## config.mk

```make
export PLATFORM = sky130hd
export DESIGN_NAME = generator_arbiter_flat
export DESIGN_NICKNAME = d
export VERILOG_FILES = /design/src/rtl/generator_arbiter_if.sv /design/src/rtl/generator_arbiter.sv /design/src/flat_wrapper.sv
export SDC_FILE = /design/constraint.sdc
export NUM_CORES = 1
export LEC_CHECK = 0
export CAP_MARGIN = 10
export CORE_AREA = 4 4 305 307
export DETAILED_ROUTE_END_ITERATION = 8
export DIE_AREA = 0 0 309 311
export MAX_ROUTING_LAYER = met4
export PLACE_DENSITY = 0.36
export SLEW_MARGIN = 20
export SYNTH_ARGS = -nofsm -noshare
export SYNTH_HDL_FRONTEND = slang
export SYNTH_SLANG_ARGS = --single-unit
```

## constraint.sdc

```tcl
create_clock -name _clock -period 5.7 [get_ports _clock]
set_clock_uncertainty 0.1 [all_clocks]
set_input_delay 0.57 -clock _clock [delete_from_list [all_inputs] [get_ports _clock]]
set_output_delay 0.57 -clock _clock [all_outputs]
set_load 0.03 [all_outputs]
```

## src/rtl/generator_arbiter_if.sv

```systemverilog
// Bundle of requester-side and generator-side signals around generator_arbiter.
// The arbiter uses the master view; requesters plus the shared generator use the slave view.
interface generator_arbiter_if #(
  parameter int N_REQ = 4,
  parameter int WIDTH = 32,
  parameter int NARGS = 4
);
  logic [N_REQ-1:0]             req;
  logic [N_REQ*NARGS*WIDTH-1:0] req_args;
  logic [N_REQ-1:0]             grant;
  logic [N_REQ-1:0]             req_done;
  logic                         req_err;
  logic                         _valid;
  logic                         _ready;
  logic signed [WIDTH-1:0]      _out0;
  logic signed [WIDTH-1:0]      _out1;
  logic                         busy;
  logic                         gen_start;
  logic [NARGS*WIDTH-1:0]       gen_args;
  logic                         gen_ready;
  logic                         gen_valid;
  logic                         gen_done;
  logic signed [WIDTH-1:0]      gen_out0;
  logic signed [WIDTH-1:0]      gen_out1;

  modport master (
    input  req, req_args, _ready, gen_valid, gen_done, gen_out0, gen_out1,
    output grant, req_done, req_err, _valid, _out0, _out1, busy,
           gen_start, gen_args, gen_ready
  );

  modport slave (
    output req, req_args, _ready, gen_valid, gen_done, gen_out0, gen_out1,
    input  grant, req_done, req_err, _valid, _out0, _out1, busy,
           gen_start, gen_args, gen_ready
  );
endinterface

```

## src/rtl/generator_arbiter.sv

```systemverilog
// Round-robin arbiter sharing one start/done generator between N_REQ requesters,
// streaming its tuples to the current owner with a watchdog against a stalled stream.
module generator_arbiter #(
  parameter int N_REQ   = 4,
  parameter int WIDTH   = 32,
  parameter int NARGS   = 4,
  parameter int TIMEOUT = 1024
) (
  input  logic                _clock,
  input  logic                _reset,
  generator_arbiter_if.master bus
);
  localparam int PW = $clog2(N_REQ);
  localparam int CW = $clog2(TIMEOUT + 1);
  localparam int AW = NARGS * WIDTH;

  typedef enum logic [1:0] {IDLE, LAUNCH, STREAM, RELEASE} state_t;

  state_t          state, state_next;
  logic [N_REQ-1:0] grant_q;
  logic [PW-1:0]   owner_q, rr_ptr, pick_idx, scan_idx;
  logic            pick_found;
  logic [AW-1:0]   args_q;
  logic [AW-1:0]   args_arr [N_REQ];
  logic [CW-1:0]   wdog;
  logic            err_q, handshake, timed_out;

  always_comb begin
    for (int i = 0; i < N_REQ; i++) begin
      args_arr[i] = bus.req_args[i*AW +: AW];
    end
  end

  // First active request at or after the pointer, wrapping around.
  always_comb begin
    pick_found = 1'b0;
    pick_idx   = '0;
    scan_idx   = '0;
    for (int k = 0; k < N_REQ; k++) begin
      scan_idx = PW'((int'(rr_ptr) + k) % N_REQ);
      if (!pick_found && bus.req[scan_idx]) begin
        pick_found = 1'b1;
        pick_idx   = scan_idx;
      end
    end
  end

  always_ff @(posedge _clock or posedge _reset) begin
    if (_reset) state <= IDLE;
    else        state <= state_next;
  end

  always_comb begin
    state_next    = state;
    handshake     = 1'b0;
    timed_out     = 1'b0;
    bus._valid    = 1'b0;
    bus._out0     = '0;
    bus._out1     = '0;
    bus.gen_ready = 1'b0;
    bus.req_done  = '0;
    bus.req_err   = 1'b0;
    case (state)
      IDLE:    if (pick_found) state_next = LAUNCH;
      LAUNCH:  state_next = STREAM;
      STREAM: begin
        bus._valid    = bus.gen_valid;
        bus._out0     = bus.gen_out0;
        bus._out1     = bus.gen_out1;
        bus.gen_ready = bus._ready;
        handshake     = bus.gen_valid && bus._ready;
        // A done with a tuple still pending waits for that tuple to be accepted.
        if (bus.gen_done && !bus.gen_valid) begin
          state_next = RELEASE;
        end else if (!handshake && wdog == CW'(TIMEOUT - 1)) begin
          state_next = RELEASE;
          timed_out  = 1'b1;
        end
      end
      RELEASE: begin
        bus.req_done = grant_q;
        bus.req_err  = err_q;
        state_next   = IDLE;
      end
      default: state_next = IDLE;
    endcase
  end

  always_ff @(posedge _clock or posedge _reset) begin
    if (_reset) begin
      grant_q <= '0;
      owner_q <= '0;
      rr_ptr  <= '0;
      args_q  <= '0;
      wdog    <= '0;
      err_q   <= 1'b0;
    end else begin
      case (state)
        IDLE: if (pick_found) begin
          grant_q <= N_REQ'(1) << pick_idx;
          owner_q <= pick_idx;
          args_q  <= args_arr[pick_idx];
        end
        LAUNCH: wdog <= '0;
        STREAM: begin
          wdog  <= handshake ? '0 : wdog + 1'b1;
          err_q <= timed_out;
        end
        RELEASE: begin
          grant_q <= '0;
          rr_ptr  <= (owner_q == PW'(N_REQ - 1)) ? '0 : owner_q + 1'b1;
        end
        default: ;
      endcase
    end
  end

  assign bus.grant     = grant_q;
  assign bus.busy      = (state != IDLE);
  assign bus.gen_start = (state == LAUNCH);
  assign bus.gen_args  = args_q;
endmodule

```

## src/flat_wrapper.sv

```systemverilog
// flat-port wrapper written by rule: the top's interface ports become plain ports
module generator_arbiter_flat 
#(
  parameter int N_REQ   = 4,
  parameter int WIDTH   = 32,
  parameter int NARGS   = 4,
  parameter int TIMEOUT = 1024
)
  (_clock, _reset, bus_req, bus_req_args, bus__ready, bus_gen_valid, bus_gen_done, bus_gen_out0, bus_gen_out1, bus_grant, bus_req_done, bus_req_err, bus__valid, bus__out0, bus__out1, bus_busy, bus_gen_start, bus_gen_args, bus_gen_ready);
  generator_arbiter_if #(.N_REQ(N_REQ), .WIDTH(WIDTH), .NARGS(NARGS)) bus_i ();
  input  logic _clock;
  input  logic _reset;
  input wire logic [$bits(bus_i.req)-1:0] bus_req;
  input wire logic [$bits(bus_i.req_args)-1:0] bus_req_args;
  input wire logic [$bits(bus_i._ready)-1:0] bus__ready;
  input wire logic [$bits(bus_i.gen_valid)-1:0] bus_gen_valid;
  input wire logic [$bits(bus_i.gen_done)-1:0] bus_gen_done;
  input wire logic [$bits(bus_i.gen_out0)-1:0] bus_gen_out0;
  input wire logic [$bits(bus_i.gen_out1)-1:0] bus_gen_out1;
  output wire logic [$bits(bus_i.grant)-1:0] bus_grant;
  output wire logic [$bits(bus_i.req_done)-1:0] bus_req_done;
  output wire logic [$bits(bus_i.req_err)-1:0] bus_req_err;
  output wire logic [$bits(bus_i._valid)-1:0] bus__valid;
  output wire logic [$bits(bus_i._out0)-1:0] bus__out0;
  output wire logic [$bits(bus_i._out1)-1:0] bus__out1;
  output wire logic [$bits(bus_i.busy)-1:0] bus_busy;
  output wire logic [$bits(bus_i.gen_start)-1:0] bus_gen_start;
  output wire logic [$bits(bus_i.gen_args)-1:0] bus_gen_args;
  output wire logic [$bits(bus_i.gen_ready)-1:0] bus_gen_ready;
  assign bus_i.req = bus_req;
  assign bus_i.req_args = bus_req_args;
  assign bus_i._ready = bus__ready;
  assign bus_i.gen_valid = bus_gen_valid;
  assign bus_i.gen_done = bus_gen_done;
  assign bus_i.gen_out0 = bus_gen_out0;
  assign bus_i.gen_out1 = bus_gen_out1;
  assign bus_grant = bus_i.grant;
  assign bus_req_done = bus_i.req_done;
  assign bus_req_err = bus_i.req_err;
  assign bus__valid = bus_i._valid;
  assign bus__out0 = bus_i._out0;
  assign bus__out1 = bus_i._out1;
  assign bus_busy = bus_i.busy;
  assign bus_gen_start = bus_i.gen_start;
  assign bus_gen_args = bus_i.gen_args;
  assign bus_gen_ready = bus_i.gen_ready;
  generator_arbiter #(.N_REQ(N_REQ), .WIDTH(WIDTH), .NARGS(NARGS), .TIMEOUT(TIMEOUT)) u_core (._clock(_clock), ._reset(_reset), .bus(bus_i));
endmodule
```

* Word-level counts from Yosys, hierarchy flattened
Cells that the tools add are included.
** Storage, ports and cells
- Flip-flop bits (word level) :: 150
- Bits of input ports :: 585
- Output and inout bits :: 205
- Word-level logic and storage cells :: 81
** Cells by class
- Add/subtract/negate cells :: 5
- $lt $le $gt $ge :: 5
- Equal/unequal tests :: 7
- Shifts and indexed selects :: 1
- Muxes and demuxes :: 37
- Bitwise logic cells :: 1
- Reduce and logical (&&, ||, !) cells :: 18
** Operators by type and width (number)
- binary-select mux 128 bit (select 2 bit) :: 1
- 2-to-1 mux 128 bit :: 2
- 2-to-1 mux 32 bit :: 2
- one-hot mux 11 bit (2 select lines) :: 1
- 2-to-1 mux 2 bit :: 8
- 2-to-1 mux 1 bit :: 14
- < comparator 2 x 3 -> 1 bit (second input constant) :: 4
- adder 11 x 1 -> 11 bit (second input constant) :: 1
- == test 11 x 10 -> 1 bit (second input constant) :: 1
- 2-to-1 mux 11 bit :: 1
- binary-select mux 1 bit (select 2 bit) :: 4
- 2-to-1 mux 4 bit :: 2
- one-hot mux 2 bit (4 select lines) :: 1
- one-hot mux 4 bit (2 select lines) :: 1
- == test 2 bit (second input constant) :: 3
- logical AND 1 bit :: 6
- AND reduction 2 bit :: 3
- nonzero test 2 bit :: 3
- zero test 1 bit :: 5
- adder 2 x 1 -> 2 bit (second input constant) :: 2
- adder 2 bit (second input constant) :: 2
- left shift 1 x 2 -> 4 bit (first input constant) :: 1
- >= comparator 3 bit (second input constant) :: 1
- inequality test 3 x 1 -> 1 bit (second input constant) :: 1
- other kinds (4) :: 4

* Logic depth before layout (Yosys ltp)
Gate-level depths: netlist of the first run.
- Word-level depth :: 16
- Gate-level depth with buffers :: 8

* Worst setup path before layout of the first run
Ideal clock, no wire load.
- Path type :: reg-to-output
- Start :: register u_core.state[0]
- End :: output port bus__out0[0]
- Data arrival time :: 1395 ps
- Setup slack :: 3635 ps
- Cell stages (with the launch flop) :: 6
- Path through :: dfrtp_1 inv_1 ha_1 clkbuf_1 clkbuf_1 and2_1
** On the way
- Word-level cells in the longest chain between the ends :: 2
** Ends and longest elaborated chain
- start: declaration :: line generator_arbiter.sv:19 : state_t state, state_next;
- start signal: assignment :: line generator_arbiter.sv:50 : else state <= state_next;
- == test 2 bit :: line generator_arbiter.sv:63 : case (state)
- 2-to-1 mux 32 bit :: line generator_arbiter.sv:63
- end: declaration :: line flat_wrapper.sv:24 : output wire logic [$bits(bus_i._out0)-1:0] bus__out0;
Every way passes these cells.

* Worst setup path after layout of the first run
- Start :: register u_core.state[0]
- End :: output port bus__out1[7]
** On the way
- Word-level cells in the longest chain between the ends :: 2
** Ends and longest elaborated chain
- == test 2 bit :: line generator_arbiter.sv:63
- 2-to-1 mux 32 bit :: line generator_arbiter.sv:63
- end: declaration :: line flat_wrapper.sv:25 : output wire logic [$bits(bus_i._out1)-1:0] bus__out1;
Every way passes these cells.

==> flow_metrics.tcl, run 1 <==
set metrics [dict create \
    chipHeight_um 311 \
    holdBufCountCts 0 \
    final_max_slew_viol_count 0 \
    vdd_drop_max_mv 0.207 \
    wl_mm 86.1 \
    rsz0062_at_grt "no" \
    hpwlAfterDp_mm 63.6 \
    die_w_um 309 \
    synthMuxAreaShare 0.00299 \
    syn_area_um2 10500 \
    worstMarginPinSlew_ns 1.13 \
    htreeDepth 4 \
    hold_class "flop to flop" \
    ys_types 49 \
    path_max_fanout 72 \
    max_freq_ghz 0.303 \
    grt_pass1_vias 14700 \
    fin_tns_setup_ns 0 \
    drv_cap 0 \
    dr.pass1.iters 7 \
    arrival_ns 2.63 \
    gp_congestion 0.845 \
    clk_transition_reported_paths_ns 0.08 \
    vias_per_cell 4.40 \
    p_per_area_nw_per_um2 474 \
    cts.sinks 150 \
    cp_slowest_stage_delay_ns 0.71 \
    setup_viol 0 \
    yosysWarnings 0 \
    detail_route.wl_per_cell_um 27.4 \
    syn_to_final_growth_pct 89.9 \
    critPathKind "flop to output pin" \
    cts_made_buffers 17 \
    worst_slew_margin_rel 0.245 \
    synth_cells 1259 \
    p_leak_nw 7.35 \
    synth_simple_gate_area_frac 0.190 \
    core_area_um2 90000 \
    syn_avg_cell_area_um2 8.30 \
    yosysTopAreaCell "dfrtp_1" \
    slowest_stage "clkdlybuf4s50_1" \
    worst-path-buf-inv 3 \
    rows 110 \
    whs_ns 0.382 \
    status "complete, no violations" \
    fillers 9910 \
    fin_area_um2 19900 \
    synth_flop_cell "dfrtp_1" \
    worst_setup_path_start_kind "flop" \
    synthTopCellsByArea "dfrtp_1 (36%), a22oi_1 (9.3%), o211ai_1 (9.2%)" \
    clk_latency_ns 0.49 \
    antenna_found_initial 36 \
    io_buffer_count 789 \
    place_area_um2 19200 \
    synth_edf_count 0 \
    cts_buffer_depth 2 \
    synth-compound-area-share 0.348 \
    fin_util 0.221 \
    dieArea_um2 96100 \
    synth_common_cells "dfrtp_1 (150), nor2_1 (138), a21oi_1 (131), and3_1 (131), a31oi_1 (130)" \
    grt_max_degree 73 \
    ctsResizeCount 0 \
    syn_nets 1851 \
    cp_top_family "buffers and inverters" \
    fin_nets 2522 \
    end_kind "output pin" \
    hold_viol 0 \
    final_antenna_net_count 0 \
    initial_core_util 0.116 \
    fin_crit_ns 3.30 \
    path_cells "inv_1 > ha_1 > buf_4 > and2_1 > clkdlybuf4s50_1" \
    root_buffer "clkbuf_16" \
    synth_fa_ha_area_frac 0.00838 \
    synth.top_cell.area_share 0.359 \
    yosysMostFrequentCell "dfrtp_1" \
    ioPinCount 790 \
    track_usage 0.176 \
    drc 0 \
    cts_tree "built" \
    postCtsSetupBuffers 0 \
    async_flop_share 1.00 \
    drtIter0Drc 1111 \
    overflow 0 \
    seq_area_frac_synth 0.359 \
    synth_xor_area_frac 0.00503 \
    vias 13800 \
    timing.final.crit_share 0.579 \
    crit_required_ns 5.03 \
    grt_pass1_wl_mm 118 \
    synth_top_family_by_area "compound AO/OA/AOI/OAI gates" \
    layout-drive-gt1-share 0.0350 \
    ys_ff_latch 150 \
]
## power breakdown
| part | total (mW) | internal, mW | switching (mW) | leakage, nW |
|---|---|---|---|---|
| Sequential | 1.93 | 1.58 | 0.351 | 1.72 |
| Clock | 1.19 | 0.579 | 0.614 | 0.275 |
| Combinational | 6.28 | 2.33 | 3.95 | 5.36 |
| Total | 9.40 | 4.49 | 4.91 | 7.35 |
## layout make-up
type                            instances  area [um2]  area share
Timing Repair Buffer                  810        8120       0.409
Tap cell                             1176        1470      0.0741
Clock inverter                         14         118     0.00592
Clock buffer                           18         439      0.0221
Antenna cell                           23        57.6     0.00290
Inverter                                8        35.0     0.00176
Sequential cell                       150        3750       0.189
Multi-Input combinational cell        943        5860       0.295
## cell families (layout without fill, tap and decap cells)
kind of cell | count (synthesis) | count (layout)
flip-flops | 150 | 150
AO/OA/AOI/OAI | 552 | 552
adder cells (fa/ha/maj) | 7 | 7
buffers and inverters | 166 | 850
other | 0 | 23
AND/OR/NAND/NOR | 375 | 375
multiplexers | 3 | 3
XOR/XNOR | 6 | 6
## flip-flops by register name (all words and copies together), names as in the netlist
name / cells
u_core.owner_q: 2
u_core.state: 2
u_core.wdog: 11
u_core.rr_ptr: 2
u_core.bus.grant: 4
u_core.err_q: 1
u_core.bus.gen_args: 128
## cell usage in the layout (no fill, tap or decap), drive strengths merged, types with 18 or more instances in the layout
master and instances:
a21oi 133, a22oi 129, a31oi 130, and2 73
and3 131, buf 23, clkbuf 18, clkdlybuf4s50 787
dfrtp 150, diode 23, nor2 138, o211ai 128
## routing by layer
layer  vias up  GRT usage  part of all wire
li1       6146          -                 -
met2       681      0.311              0.52
met4         0     0.0476             0.022
met5         -          -                 0
met1      6908      0.197              0.39
met3        87     0.0458             0.072
## through the flow
| step | worst slack, ns | cells | power [mW] |
|---|---|---|---|
| finish | 2.40 | 3142 | 9.40 |
| global route | 2.20 | 3141 | 9.97 |
| CTS | 2.26 | 3119 | 9.59 |
| detailed placement | 1.92 | 3087 | 8.32 |
| global placement | 2.00 | 3087 | 8.28 |
| floorplan | 0.994 | 1259 | 5.45 |
## final timing paths
kind / from / end / slack [ns] / cells after the start
worst max-delay path: u_core.state[0]$_DFFE_PP0P_ / bus__out1[7] / 2.40 / 5
worst min-delay path: u_core.wdog[10]$_DFFE_PP0P_ / u_core.wdog[10]$_DFFE_PP0P_ / 0.38 / 1
worst max register to register: u_core.state[1]$_DFFE_PP0P_ / u_core.bus.gen_args[51]$_DFFE_PP0P_ / 2.76 / 8
worst min register to register: u_core.wdog[10]$_DFFE_PP0P_ / u_core.wdog[10]$_DFFE_PP0P_ / 0.38 / 1
max in group asynchronous: _reset / u_core.bus.gen_args[66]$_DFFE_PP0P_ / 4.08 / 3
min in group asynchronous: _reset / u_core.bus.gen_args[9]$_DFFE_PP0P_ / 0.43 / 2
No activity file was read; power rests on OpenSTA's default activity.
==> run 2, diff against run 1 <==
Clock period 5.7 ns to 3.2 ns, I/O delays scaled along.
==> run 2 against run 1 <==
  * Design area up 2.8%
  * Via count rose by 0.98%
  * Core utilization up 0.62 points
  * Clock-buffer cell count did not move
  * First-iteration DRC count decreased by 4.9%
  * Sequential power rose by 79%
  * Critical endpoint is now bus__out1[29]
  * Highest routed layer unchanged
==> flow_metrics.tcl, run 2 (same netlist as run 1, synthesis figures left out) <==
set metrics [dict create \
    layout_commonest_cell "clkdlybuf4s50_1" \
    worst-path-buf-inv 3 \
    htreeDepth 4 \
    arrival_ns 2.47 \
    p_leak_nw 7.59 \
    final_max_slew_viol_count 0 \
    layout-drive-gt1-share 0.0487 \
    cts.sinks 150 \
    grt_max_degree 109 \
    clkPwrFrac 0.134 \
    holdBufCountCts 0 \
    p_per_area_nw_per_um2 849 \
    power_frac_comb 0.666 \
    timing.final.crit_share 0.905 \
    io_buffer_count 789 \
    mostFrequentLayoutCells "clkdlybuf4s50_1 (787), dfrtp_1 (150), nor2_1 (137)" \
    initial_core_util 0.116 \
    drc 0 \
    met1_usage 0.191 \
    rsz0062_at_grt "no" \
    gp_congestion 0.838 \
    worst_slew_margin_rel 0.387 \
    overflow 0 \
    hold_class "primary input to asynchronous set/reset pin" \
    total_power_mw 17.3 \
    use_met3 0.0504 \
    chipHeight_um 311 \
    cts_tree "built" \
    die_w_um 309 \
    final.setup.worst_slack_ns 0.305 \
    fin_util 0.227 \
    cp_slowest_stage_delay_ns 0.69 \
    syn_to_final_growth_pct 95.2 \
    rows 110 \
    drtIter0Drc 1057 \
    worst_setup_path_start_kind "flop" \
    fin_nets 2549 \
    drv_cap 0 \
    status "complete, no violations" \
    hold_viol 0 \
    wl_mm 85.5 \
    end_kind "output pin" \
    path_max_fanout 46 \
    cts_buffer_depth 2 \
    largest_reg_flops 128 \
    path_cells "inv_1 > ha_4 > buf_12 > and2_1 > clkdlybuf4s50_1" \
    critPathKind "flop to output pin" \
    power_frac_seq 0.200 \
    setup_viol 0 \
    grt_pass1_wl_mm 116 \
    vias 14000 \
    grtUsageMet2 0.293 \
    detail_route.wl_per_cell_um 26.8 \
    top_usage_layer "met2" \
    track_usage 0.175 \
    antenna_found_initial 47 \
    cts_made_buffers 17 \
    crit_required_ns 2.78 \
    dp_slack_ns 0.446 \
    cp_top_family "buffers and inverters" \
    switching_share 0.510 \
    grt_pass1_vias 14900 \
    clk_transition_reported_paths_ns 0.08 \
    max_freq_ghz 0.345 \
    final_antenna_net_count 0 \
    whs_ns 0.153 \
    ioPinCount 790 \
    fin_tns_setup_ns 0 \
    slowest_stage "clkdlybuf4s50_1" \
    dieArea_um2 96100 \
    internal_power_mw 8.49 \
    vias_per_cell 4.38 \
    dr.pass1.iters 8 \
    core_area_um2 90000 \
    vdd_drop_max_mv 0.443 \
    hpwlAfterDp_mm 63.9 \
    p_sw_mw 8.82 \
    clk_latency_ns 0.49 \
    root_buffer "clkbuf_16" \
    worstMarginPinSlew_ns 0.920 \
    fin_crit_ns 2.89 \
]
[run 2: worst reg2reg max path, stage by stage (launching register included)]
cell and delay, ns:
dfrtp_1 0.42, inv_1 0.16, ha_1 0.37, inv_1 0.18
nor2_4 0.25, buf_12 0.35, nor2_1 0.19, a31oi_1 0.18
[run 2: what timing repair did]
item | in CTS | in global routing
setup endpoints to repair | 0 | 4
resized for setup | 0 | 1
setup buffers | 0 | 0
[run 2: stage by stage]
stage,std cells,area (um2)
floorplan,1259,10500
global placement,3113,19700
detailed placement,3114,19700
CTS,3146,20300
global route,3184,20400
finish,3185,20400
[run 2: final timing paths]
path / startpoint / endpoint / slack, ns / depth (start not counted)
max: u_core.state[0]$_DFFE_PP0P_ / bus__out1[29] / 0.31 / 5
max in group asynchronous: _reset / u_core.bus.gen_args[8]$_DFFE_PP0P_ / 2.03 / 4
max reg2reg: u_core.state[0]$_DFFE_PP0P_ / u_core.bus.gen_args[44]$_DFFE_PP0P_ / 0.93 / 7
min in group _clock: bus_req[2] / u_core.bus.gen_args[4]$_DFFE_PP0P_ / 0.18 / 3
min reg2reg: u_core.wdog[10]$_DFFE_PP0P_ / u_core.wdog[10]$_DFFE_PP0P_ / 0.39 / 1
min: _reset / u_core.bus.gen_args[107]$_DFFE_PP0P_ / 0.15 / 2
[run 2: per-layer routing]
| layer | vias up | wire length, um |
|---|---|---|
| met3 | 82 | 6740 |
| met1 | 6941 | 32700 |
| met4 | 0 | 2410 |
| li1 | 6218 | - |
| met2 | 717 | 43600 |
| met5 | - | 0 |
[run 2: cell type report]
cell class                 count  area [um2]
timing repair buffer         837        8560
clock inverter                14         181
clock buffer                  18         439
sequential                   150        3750
antenna                       39        97.6
fill                        9930       69600
inverter                       8        33.8
multi-input combinational    943        5870
tap                         1176        1470
[run 2: power by group through the flow]
stage	combinational, mW	sequential, mW	clock, mW
after floorplan	4.77	4.94	0
after global placement	11.6	3.46	0
after detailed placement	11.6	3.49	0
after CTS	11.6	3.46	2.45
after global routing	12.3	3.56	2.49
final	11.5	3.46	2.32
